## config.mk

```make
export PLATFORM = sky130hd
export DESIGN_NAME = crc_ethernet_32bit
export DESIGN_NICKNAME = d
export VERILOG_FILES = /design/src/rtl/crc_ethernet_pkg.sv /design/src/rtl/crc32_byte_update.sv /design/src/rtl/crc_ethernet_32bit.sv
export SDC_FILE = /design/constraint.sdc
export NUM_CORES = 1
export LEC_CHECK = 0
export CAP_MARGIN = 20
export CORE_MARGIN = 3
export CORE_UTILIZATION = 48
export CTS_BUF_LIST = sky130_fd_sc_hd__clkbuf_16
export DETAILED_ROUTE_END_ITERATION = 8
export GPL_TIMING_DRIVEN = 1
export PLACE_DENSITY = 0.74
export SLEW_MARGIN = 10
export SYNTH_ARGS = -nofsm -noshare
export SYNTH_HDL_FRONTEND = slang
export SYNTH_SLANG_ARGS = --single-unit
export TNS_END_PERCENT = 50
```

## constraint.sdc

```tcl
create_clock -name clk -period 2.5 [get_ports clk]
set_clock_uncertainty 0.2 [all_clocks]
set_input_delay 0.5 -clock clk [delete_from_list [all_inputs] [get_ports clk]]
set_output_delay 0.5 -clock clk [all_outputs]
set_load 0.03 [all_outputs]
```

## src/rtl/crc_ethernet_pkg.sv

```systemverilog
// Shared constants, FSM encoding and the single-bit reflected CRC-32 step
// used by both the serial and unrolled datapaths of crc_ethernet_32bit.
package crc_ethernet_pkg;

    localparam logic [31:0] CRC32_POLY_REFL = 32'hEDB88320;
    localparam logic [31:0] CRC32_INIT      = 32'hFFFFFFFF;
    localparam logic [31:0] CRC32_XOROUT    = 32'hFFFFFFFF;

    typedef enum logic [1:0] {
        IDLE  = 2'd0,
        SHIFT = 2'd1,
        DONE  = 2'd2
    } crc_state_t;

    // One LSB-first step of the reflected CRC-32 register.
    function automatic logic [31:0] crc32_bit_step(input logic [31:0] crc, input logic din);
        logic fb;
        fb = crc[0] ^ din;
        return (crc >> 1) ^ (fb ? CRC32_POLY_REFL : 32'h0);
    endfunction

endpackage

```

## src/rtl/crc32_byte_update.sv

```systemverilog
// Combinational 8-step unroll of crc32_bit_step; consumes one byte LSB first.
// Instantiated by crc_ethernet_32bit only when CRC_PARALLEL_EN is defined.
module crc32_byte_update
    import crc_ethernet_pkg::*;
(
    input  logic [31:0] crc_in,
    input  logic [7:0]  data,
    output logic [31:0] crc_out
);

    logic [31:0] stage [0:8];

    assign stage[0] = crc_in;

    generate
        for (genvar gi = 0; gi < 8; gi++) begin : g_step
            assign stage[gi+1] = crc32_bit_step(stage[gi], data[gi]);
        end
    endgenerate

    assign crc_out = stage[8];

endmodule

```

## src/rtl/crc_ethernet_32bit.sv

```systemverilog
// IEEE 802.3 CRC-32 of one byte per transaction with a registered result and done pulse.
// Define CRC_PARALLEL_EN to replace the 8-cycle bit-serial SHIFT with a one-cycle unrolled update.
module crc_ethernet_32bit
    import crc_ethernet_pkg::*;
#(
    parameter int DATA_WIDTH = 8,
    parameter int CRC_WIDTH  = 32
) (
    input  logic                  clk,
    input  logic                  rst,
    input  logic                  start,
    input  logic [DATA_WIDTH-1:0] DataIn,
    output logic [CRC_WIDTH-1:0]  CRCOut,
    output logic                  done
);

    crc_state_t             state_reg;
    logic [31:0]            crc_reg;
    logic [DATA_WIDTH-1:0]  data_reg;
    logic [2:0]             cnt_reg;
    logic [31:0]            crc_next;

`ifdef CRC_PARALLEL_EN
    crc32_byte_update u_byte_update (
        .crc_in  (crc_reg),
        .data    (data_reg),
        .crc_out (crc_next)
    );
`else
    assign crc_next = crc32_bit_step(crc_reg, data_reg[cnt_reg]);
`endif

    always_ff @(posedge clk or posedge rst) begin
        if (rst) begin
            state_reg <= IDLE;
            crc_reg   <= '0;
            data_reg  <= '0;
            cnt_reg   <= '0;
            CRCOut    <= '0;
            done      <= 1'b0;
        end else begin
            done <= 1'b0;
            case (state_reg)
                IDLE: begin
                    if (start) begin
                        data_reg  <= DataIn;
                        crc_reg   <= CRC32_INIT;
                        cnt_reg   <= '0;
                        state_reg <= SHIFT;
                    end
                end
                SHIFT: begin
                    crc_reg <= crc_next;
`ifdef CRC_PARALLEL_EN
                    state_reg <= DONE;
`else
                    cnt_reg <= cnt_reg + 3'd1;
                    if (cnt_reg == 3'd7) begin
                        state_reg <= DONE;
                    end
`endif
                end
                DONE: begin
                    CRCOut    <= crc_reg ^ CRC32_XOROUT;
                    done      <= 1'b1;
                    state_reg <= IDLE;
                end
                default: state_reg <= IDLE;
            endcase
        end
    end

endmodule

```

## Word-level counts from Yosys, hierarchy flattened

Index checks and enable logic that the tools add are counted.

- Output and inout bits: 33
- Bits in latches: 0
- Memory bits (writable): 0
- Flip-flop bits (word level): 78
- Memory bits (read-only): 0
- Memories: 0

- Magnitude comparators: 1
- Reduce and logical (&&, ||, !) cells: 5
- Shift operators: 0
- Multiplexer cells: 11
- Multiply operators: 0
- Add/subtract/negate cells: 1
- Div/mod/pow operators: 0
- Bitwise gates (word level): 3
- Eq/ne operators: 5

Operator list:

| cell | count |
|---|---|
| 32-bit two-way mux | 2 |
| 32-bit case mux with 2 select lines | 1 |
| 32-bit inverter | 1 |
| 31-bit by 32-bit bitwise XOR with 32-bit output | 1 |
| 3-bit case mux with 2 select lines | 1 |
| 2-bit AND reduction | 3 |
| 3-bit by 4-bit less-than comparator with 1-bit output (second input constant) | 1 |
| 2-bit two-way mux | 2 |
| 2-bit != test (second input constant) | 2 |
| 2-bit case mux with 2 select lines | 1 |
| 3-bit by 1-bit adder with 3-bit output (second input constant) | 1 |
| 1-bit binary-select mux with 3-bit select | 1 |
| 3-bit equality test (second input constant) | 1 |
| 3-bit two-way mux | 1 |
| 2-bit by 1-bit equality test with 1-bit output (second input constant) | 1 |
| 2-bit equality test (second input constant) | 1 |
| 2-bit logical NOT | 1 |
| 1-bit two-way mux | 2 |
| 2-bit nonzero test | 1 |
| 1-bit bitwise XOR | 1 |

## Longest topological paths before layout

- Depth after elaboration: 6
- Gate-level depth with buffers: 5
- Depth with buffers taken out: 4

## Worst setup path before layout

OpenSTA, ideal clock, no wires.

- Kind: register to register
- Start point: register cnt_reg[0]
- End point: register crc_reg[15]
- Stages on the path, launching flop included: 6
- Clock period less this slack: 1957 ps
- Required time: 2166 ps
- Arrival: 1624 ps
- Slack: 543 ps
- Path buffers: 1
- Cell sequence: dfrtp_1 mux4_1 mux2i_4 buf_12 xnor2_1 a21oi_1

- Word-level cells in the longest chain between the ends: 6

Ends and longest elaborated chain:

| what | RTL line | text |
|---|---|---|
| from (decl) | crc_ethernet_32bit.sv:20 | `logic [2:0] cnt_reg;` |
| from (signal assigned) | crc_ethernet_32bit.sv:57 | `cnt_reg <= cnt_reg + 3'd1;` |
| 1-bit binary-select mux with 3-bit select | crc_ethernet_32bit.sv:30 | `assign crc_next = crc32_bit_step(crc_reg, data_reg[cnt_reg]);` |
| 1-bit two-way mux (implied by the code) | crc_ethernet_32bit.sv:30 |  |
| 1-bit bitwise XOR | crc_ethernet_pkg.sv:18 | `fb = crc[0] ^ din;` |
| 32-bit two-way mux | crc_ethernet_pkg.sv:19 | `return (crc >> 1) ^ (fb ? CRC32_POLY_REFL : 32'h0);` |
| 31-bit by 32-bit bitwise XOR with 32-bit output | crc_ethernet_pkg.sv:19 |  |
| 32-bit case mux with 2 select lines | crc_ethernet_32bit.sv:43 | `case (state_reg)` |
| to (signal assigned) | crc_ethernet_32bit.sv:53 | `crc_reg <= crc_next;` |
| to (decl) | crc_ethernet_32bit.sv:18 | `logic [31:0] crc_reg;` |

Every way passes these cells. The select of a mux whose other input is x is not followed.
A chain may end at the register's enable or synchronous reset.

## Worst setup path in the final report

- Start point: register CRCOut[31]
- End point: output CRCOut[31]

RTL lines:

| what | RTL line | text |
|---|---|---|
| from (decl) | crc_ethernet_32bit.sv:13 | `output logic [CRC_WIDTH-1:0] CRCOut,` |
| from (signal assigned) | crc_ethernet_32bit.sv:64 | `CRCOut <= crc_reg ^ CRC32_XOROUT;` |

No word-level cell between the ends.

==> impl_metrics.xml <==
<?xml version="1.0" encoding="UTF-8"?>
<metrics>
  <group name="run_status">
    <metric name="run_status" unit="">completed</metric>
  </group>
  <group name="yosys">
    <metric name="synth_top_flop_cell" unit="">dfrtp_1</metric>
    <metric name="most_frequently_used_cell_type_in_the_post_synthesis_netlist" unit="">dfrtp_1</metric>
    <metric name="synthDominantAreaCellType" unit="">dfrtp_1</metric>
    <metric name="syn-cell-area" unit="sq mm">0.00314</metric>
    <metric name="synth_simple_gate_area_frac" unit="">0.0726</metric>
    <metric name="synth_cell_type_count" unit="">27</metric>
    <metric name="async_flop_share" unit="">1.00</metric>
    <metric name="synth-warning-count" unit="">0</metric>
    <metric name="synth_cells" unit="">260</metric>
    <metric name="yosysTopAreaCellShare" unit="">0.622</metric>
    <metric name="share_of_the_synthesized_area_in_compound_gates_ao_oa_aoi_oai" unit="">0.133</metric>
    <metric name="synth-edff-count" unit="">0</metric>
    <metric name="syn-mean-instance-area" unit="sq um">12.1</metric>
    <metric name="muxShareOfSynthArea" unit="">0.0526</metric>
    <metric name="synth-seq-cells" unit="">78</metric>
    <metric name="combinational_family_with_the_most_area_after_synthesis" unit="">compound AO/OA/AOI/OAI gates</metric>
    <metric name="synth-adder-area-share" unit="">0.00797</metric>
    <metric name="synth_area_leaders" unit="">dfrtp_1 (62%), xnor2_1 (7.3%), o21ai_0 (5.3%)</metric>
    <metric name="mappedNetlistNets" unit="">273</metric>
    <metric name="synth.cells.most_frequent" unit="">dfrtp_1 (78), nand2_1 (33), o21ai_0 (33), xnor2_1 (26), o22a_1 (18)</metric>
    <metric name="synth-xor-area-share" unit="">0.0754</metric>
    <metric name="synth_sequential_area_ratio" unit="">0.622</metric>
  </group>
  <group name="timing">
    <metric name="final_cycle_share" unit="">0.832</metric>
    <metric name="finalWorstPathRequiredPeriod" unit="ns">2.08</metric>
    <metric name="timing.hold.ws" unit="ns">0.272</metric>
    <metric name="clock.fmax" unit="MHz">481</metric>
    <metric name="rsz0062_at_grt" unit="">no</metric>
    <metric name="final.setup.tns" unit="ns">0</metric>
    <metric name="final_setup_violation_count" unit="">0</metric>
    <metric name="timing.final.hold_violations" unit="">0</metric>
    <metric name="max_slew.worst_pin.slew" unit="ns">0.788</metric>
    <metric name="max_transition_viols_final" unit="">0</metric>
    <metric name="maxSlewHeadroom" unit="">0.475</metric>
  </group>
  <group name="clocking">
    <metric name="cts_repair_resize_count" unit="">0</metric>
    <metric name="clk-insertion-delay-late" unit="ns">0.33</metric>
    <metric name="tritoncts" unit="">yes</metric>
    <metric name="numCtsBuffers" unit="">9</metric>
    <metric name="ctsRootBufferMaster" unit="">clkbuf_16</metric>
    <metric name="clock_sinks" unit="">78</metric>
    <metric name="postCtsSetupBuffers" unit="">0</metric>
    <metric name="cts.path.max_buffers" unit="">2</metric>
    <metric name="ctsHtreeMaxLevel" unit="">3</metric>
    <metric name="cts_hold_buffers" unit="">0</metric>
    <metric name="cts.reportedPaths.clkPinSlew" unit="ns">0.05</metric>
  </group>
  <group name="floorplanning">
    <metric name="fp.coreArea" unit="sq mm">0.00613</metric>
    <metric name="fp.dieH" unit="um">86.9</metric>
    <metric name="initial_core_util" unit="">0.512</metric>
    <metric name="die_area" unit="sq mm">0.00754</metric>
    <metric name="placement_rows" unit="">28</metric>
    <metric name="die_x" unit="um">86.9</metric>
    <metric name="ioPinCount" unit="">44</metric>
  </group>
  <group name="hold_path">
    <metric name="whs_path_depth" unit="">2</metric>
    <metric name="worst_hold_path.endpoint" unit="">CRCOut[15]</metric>
    <metric name="worst_hold_path_type" unit="">flop to flop</metric>
    <metric name="holdCritStartpoint" unit="">CRCOut[15]</metric>
  </group>
  <group name="place">
    <metric name="dp_hpwl" unit="um">3480</metric>
    <metric name="routability_congestion_estimate_from_global_placement" unit="">0.748</metric>
    <metric name="place_inst" unit="">368</metric>
    <metric name="i_o_buffers" unit="">43</metric>
  </group>
  <group name="global_routing">
    <metric name="grt_first_pass_wirelength" unit="um">9400</metric>
    <metric name="global_route.usage.total" unit="">0.163</metric>
    <metric name="globalRoute.totalOverflow" unit="">0</metric>
    <metric name="number_of_antenna_violations_at_the_first_check_in_global_routing" unit="">0</metric>
    <metric name="grt_start_max_net_pins" unit="">44</metric>
    <metric name="grt_pass1_vias" unit="">2002</metric>
  </group>
  <group name="power">
    <metric name="share_clk_of_total_power" unit="">0.202</metric>
    <metric name="ir_worst_vdd" unit="uV">868</metric>
    <metric name="switching_power" unit="W">0.00240</metric>
    <metric name="report.power.total" unit="W">0.00657</metric>
    <metric name="total_internal_power" unit="W">0.00417</metric>
    <metric name="power_per_cell_area" unit="mW/mm^2">1670</metric>
    <metric name="seqPwrFrac" unit="">0.358</metric>
    <metric name="net_switching_share_of_the_total_power" unit="">0.366</metric>
    <metric name="total_leakage_power" unit="nW">1.67</metric>
    <metric name="power_frac_comb" unit="">0.440</metric>
  </group>
  <group name="setup_path">
    <metric name="critical-path-top-delay-family" unit="">buffers and inverters</metric>
    <metric name="slowest_stage" unit="">clkdlybuf4s50_1</metric>
    <metric name="cpPeakStageDelay" unit="ns">0.68</metric>
    <metric name="worst_setup_path_end_kind" unit="">output port</metric>
    <metric name="worstPathRequired" unit="ns">1.80</metric>
    <metric name="crit_path_max_fanout" unit="">2</metric>
    <metric name="setup.reg_to_reg.worst_slack" unit="ns">0.48</metric>
    <metric name="worst-setup-path-type" unit="">flop to output port</metric>
    <metric name="r2r-end" unit="">crc_reg[31]</metric>
    <metric name="r2r.worst_path.cells" unit="">5</metric>
    <metric name="start_kind" unit="">flop</metric>
    <metric name="crit_chain" unit="">clkdlybuf4s50_1</metric>
    <metric name="crit_path_start" unit="">CRCOut[31]</metric>
    <metric name="timing.critical_path.arrival" unit="ns">1.38</metric>
    <metric name="path_buf_inv" unit="">1</metric>
    <metric name="rr_startpoint" unit="">cnt_reg[0]</metric>
  </group>
  <group name="finish">
    <metric name="nFillCells" unit="">468</metric>
    <metric name="flow.area_growth_from_synthesis" unit="%">25.8</metric>
    <metric name="layout.nets" unit="">317</metric>
    <metric name="layout-drive-gt1-share" unit="">0.114</metric>
    <metric name="n_antenna_cell" unit="">0</metric>
    <metric name="stdcell_count" unit="">383</metric>
  </group>
  <group name="detailed_routing">
    <metric name="detail_route.wl_per_cell" unit="um">14.1</metric>
    <metric name="avgViaCountPerCell" unit="">5.15</metric>
    <metric name="drc_markers" unit="">0</metric>
    <metric name="route.vias.total" unit="">1974</metric>
    <metric name="route.final.wire_length" unit="um">5410</metric>
    <metric name="final_antenna_net_count" unit="">0</metric>
    <metric name="drtPass1Iterations" unit="">4</metric>
    <metric name="drtIter0Drc" unit="">96</metric>
  </group>
  <group name="flow_run">
    <metric name="timing.max_cap.violations" unit="">0</metric>
  </group>
</metrics>
how the worst max path moves through the flow:
stage                   to  depth (start not counted)
3_5_place_dp   crc_reg[31]                          5
3_3_place_gp    crc_reg[8]                          5
6_report        CRCOut[31]                          1
2_1_floorplan  crc_reg[15]                          5
5_1_grt        crc_reg[31]                          5
4_1_cts         CRCOut[31]                          1
power groups by stage:
stage	Sequential (W)	Clock [W]	Combinational, W
floorplan	0.00277	0	0.00170
global placement	0.00235	0	0.00284
detailed placement	0.00237	0	0.00291
CTS	0.00236	0.00135	0.00294
global route	0.00245	0.00142	0.00317
finish	0.00235	0.00133	0.00289
logic make-up after synthesis:
logic type | Yosys count
XOR/XNOR | 27
adder cells (fa/ha/maj) | 2
AO/OA/AOI/OAI | 68
multiplexers | 11
AND/OR/NAND/NOR | 55
flip-flops | 78
buffers and inverters | 19
area by class of cell:
| cell class | count | area, sq um | area share |
|---|---|---|---|
| clock buffers | 9 | 225 | 0.0571 |
| clock inverters | 6 | 78.8 | 0.0200 |
| inverters | 2 | 11.3 | 0.00285 |
| multi-input cells | 163 | 1080 | 0.273 |
| flip-flops and latches | 78 | 1950 | 0.495 |
| well taps | 75 | 93.8 | 0.0238 |
| repair buffers | 50 | 508 | 0.129 |
through the flow:
step | cell area (sq um) | worst slack, ns | utilization
global route | 3950 | 0.370 | 0.644
finish | 3950 | 0.421 | 0.644
detailed placement | 3640 | 0.483 | 0.594
CTS | 3950 | 0.401 | 0.644
global placement | 3640 | 0.513 | 0.594
floorplan | 3140 | 0.543 | -
per-layer routing:
layer	global-route usage	part of all wire	vias up
met5	0	0	-
met4	0.0510	0.013	0
li1	-	-	975
met2	0.257	0.49	39
met1	0.203	0.45	953
met3	0.0691	0.052	7
cells in the final DEF, fill, tap and decap left out:
master / n
mux2i_4: 1
clkdlybuf4s50_1: 43
nand2b_1: 1
o22a_1: 18
clkinv_2: 3
xor2_1: 1
nor2b_1: 1
dfrtp_1: 78
nand2b_2: 1
a22o_1: 2
nand2_1: 33
mux2_2: 8
inv_1: 2
clkbuf_16: 9
nor3b_2: 1
nor2_1: 15
a21oi_1: 14
or2_2: 1
buf_4: 5
nor2_2: 1
ha_1: 2
o21bai_1: 1
o21ai_0: 33
buf_12: 2
xnor2_1: 26
mux4_1: 2
and2_1: 1
bufinv_16: 2
clkinvlp_4: 1
Power figures use the tool's default switching activity.
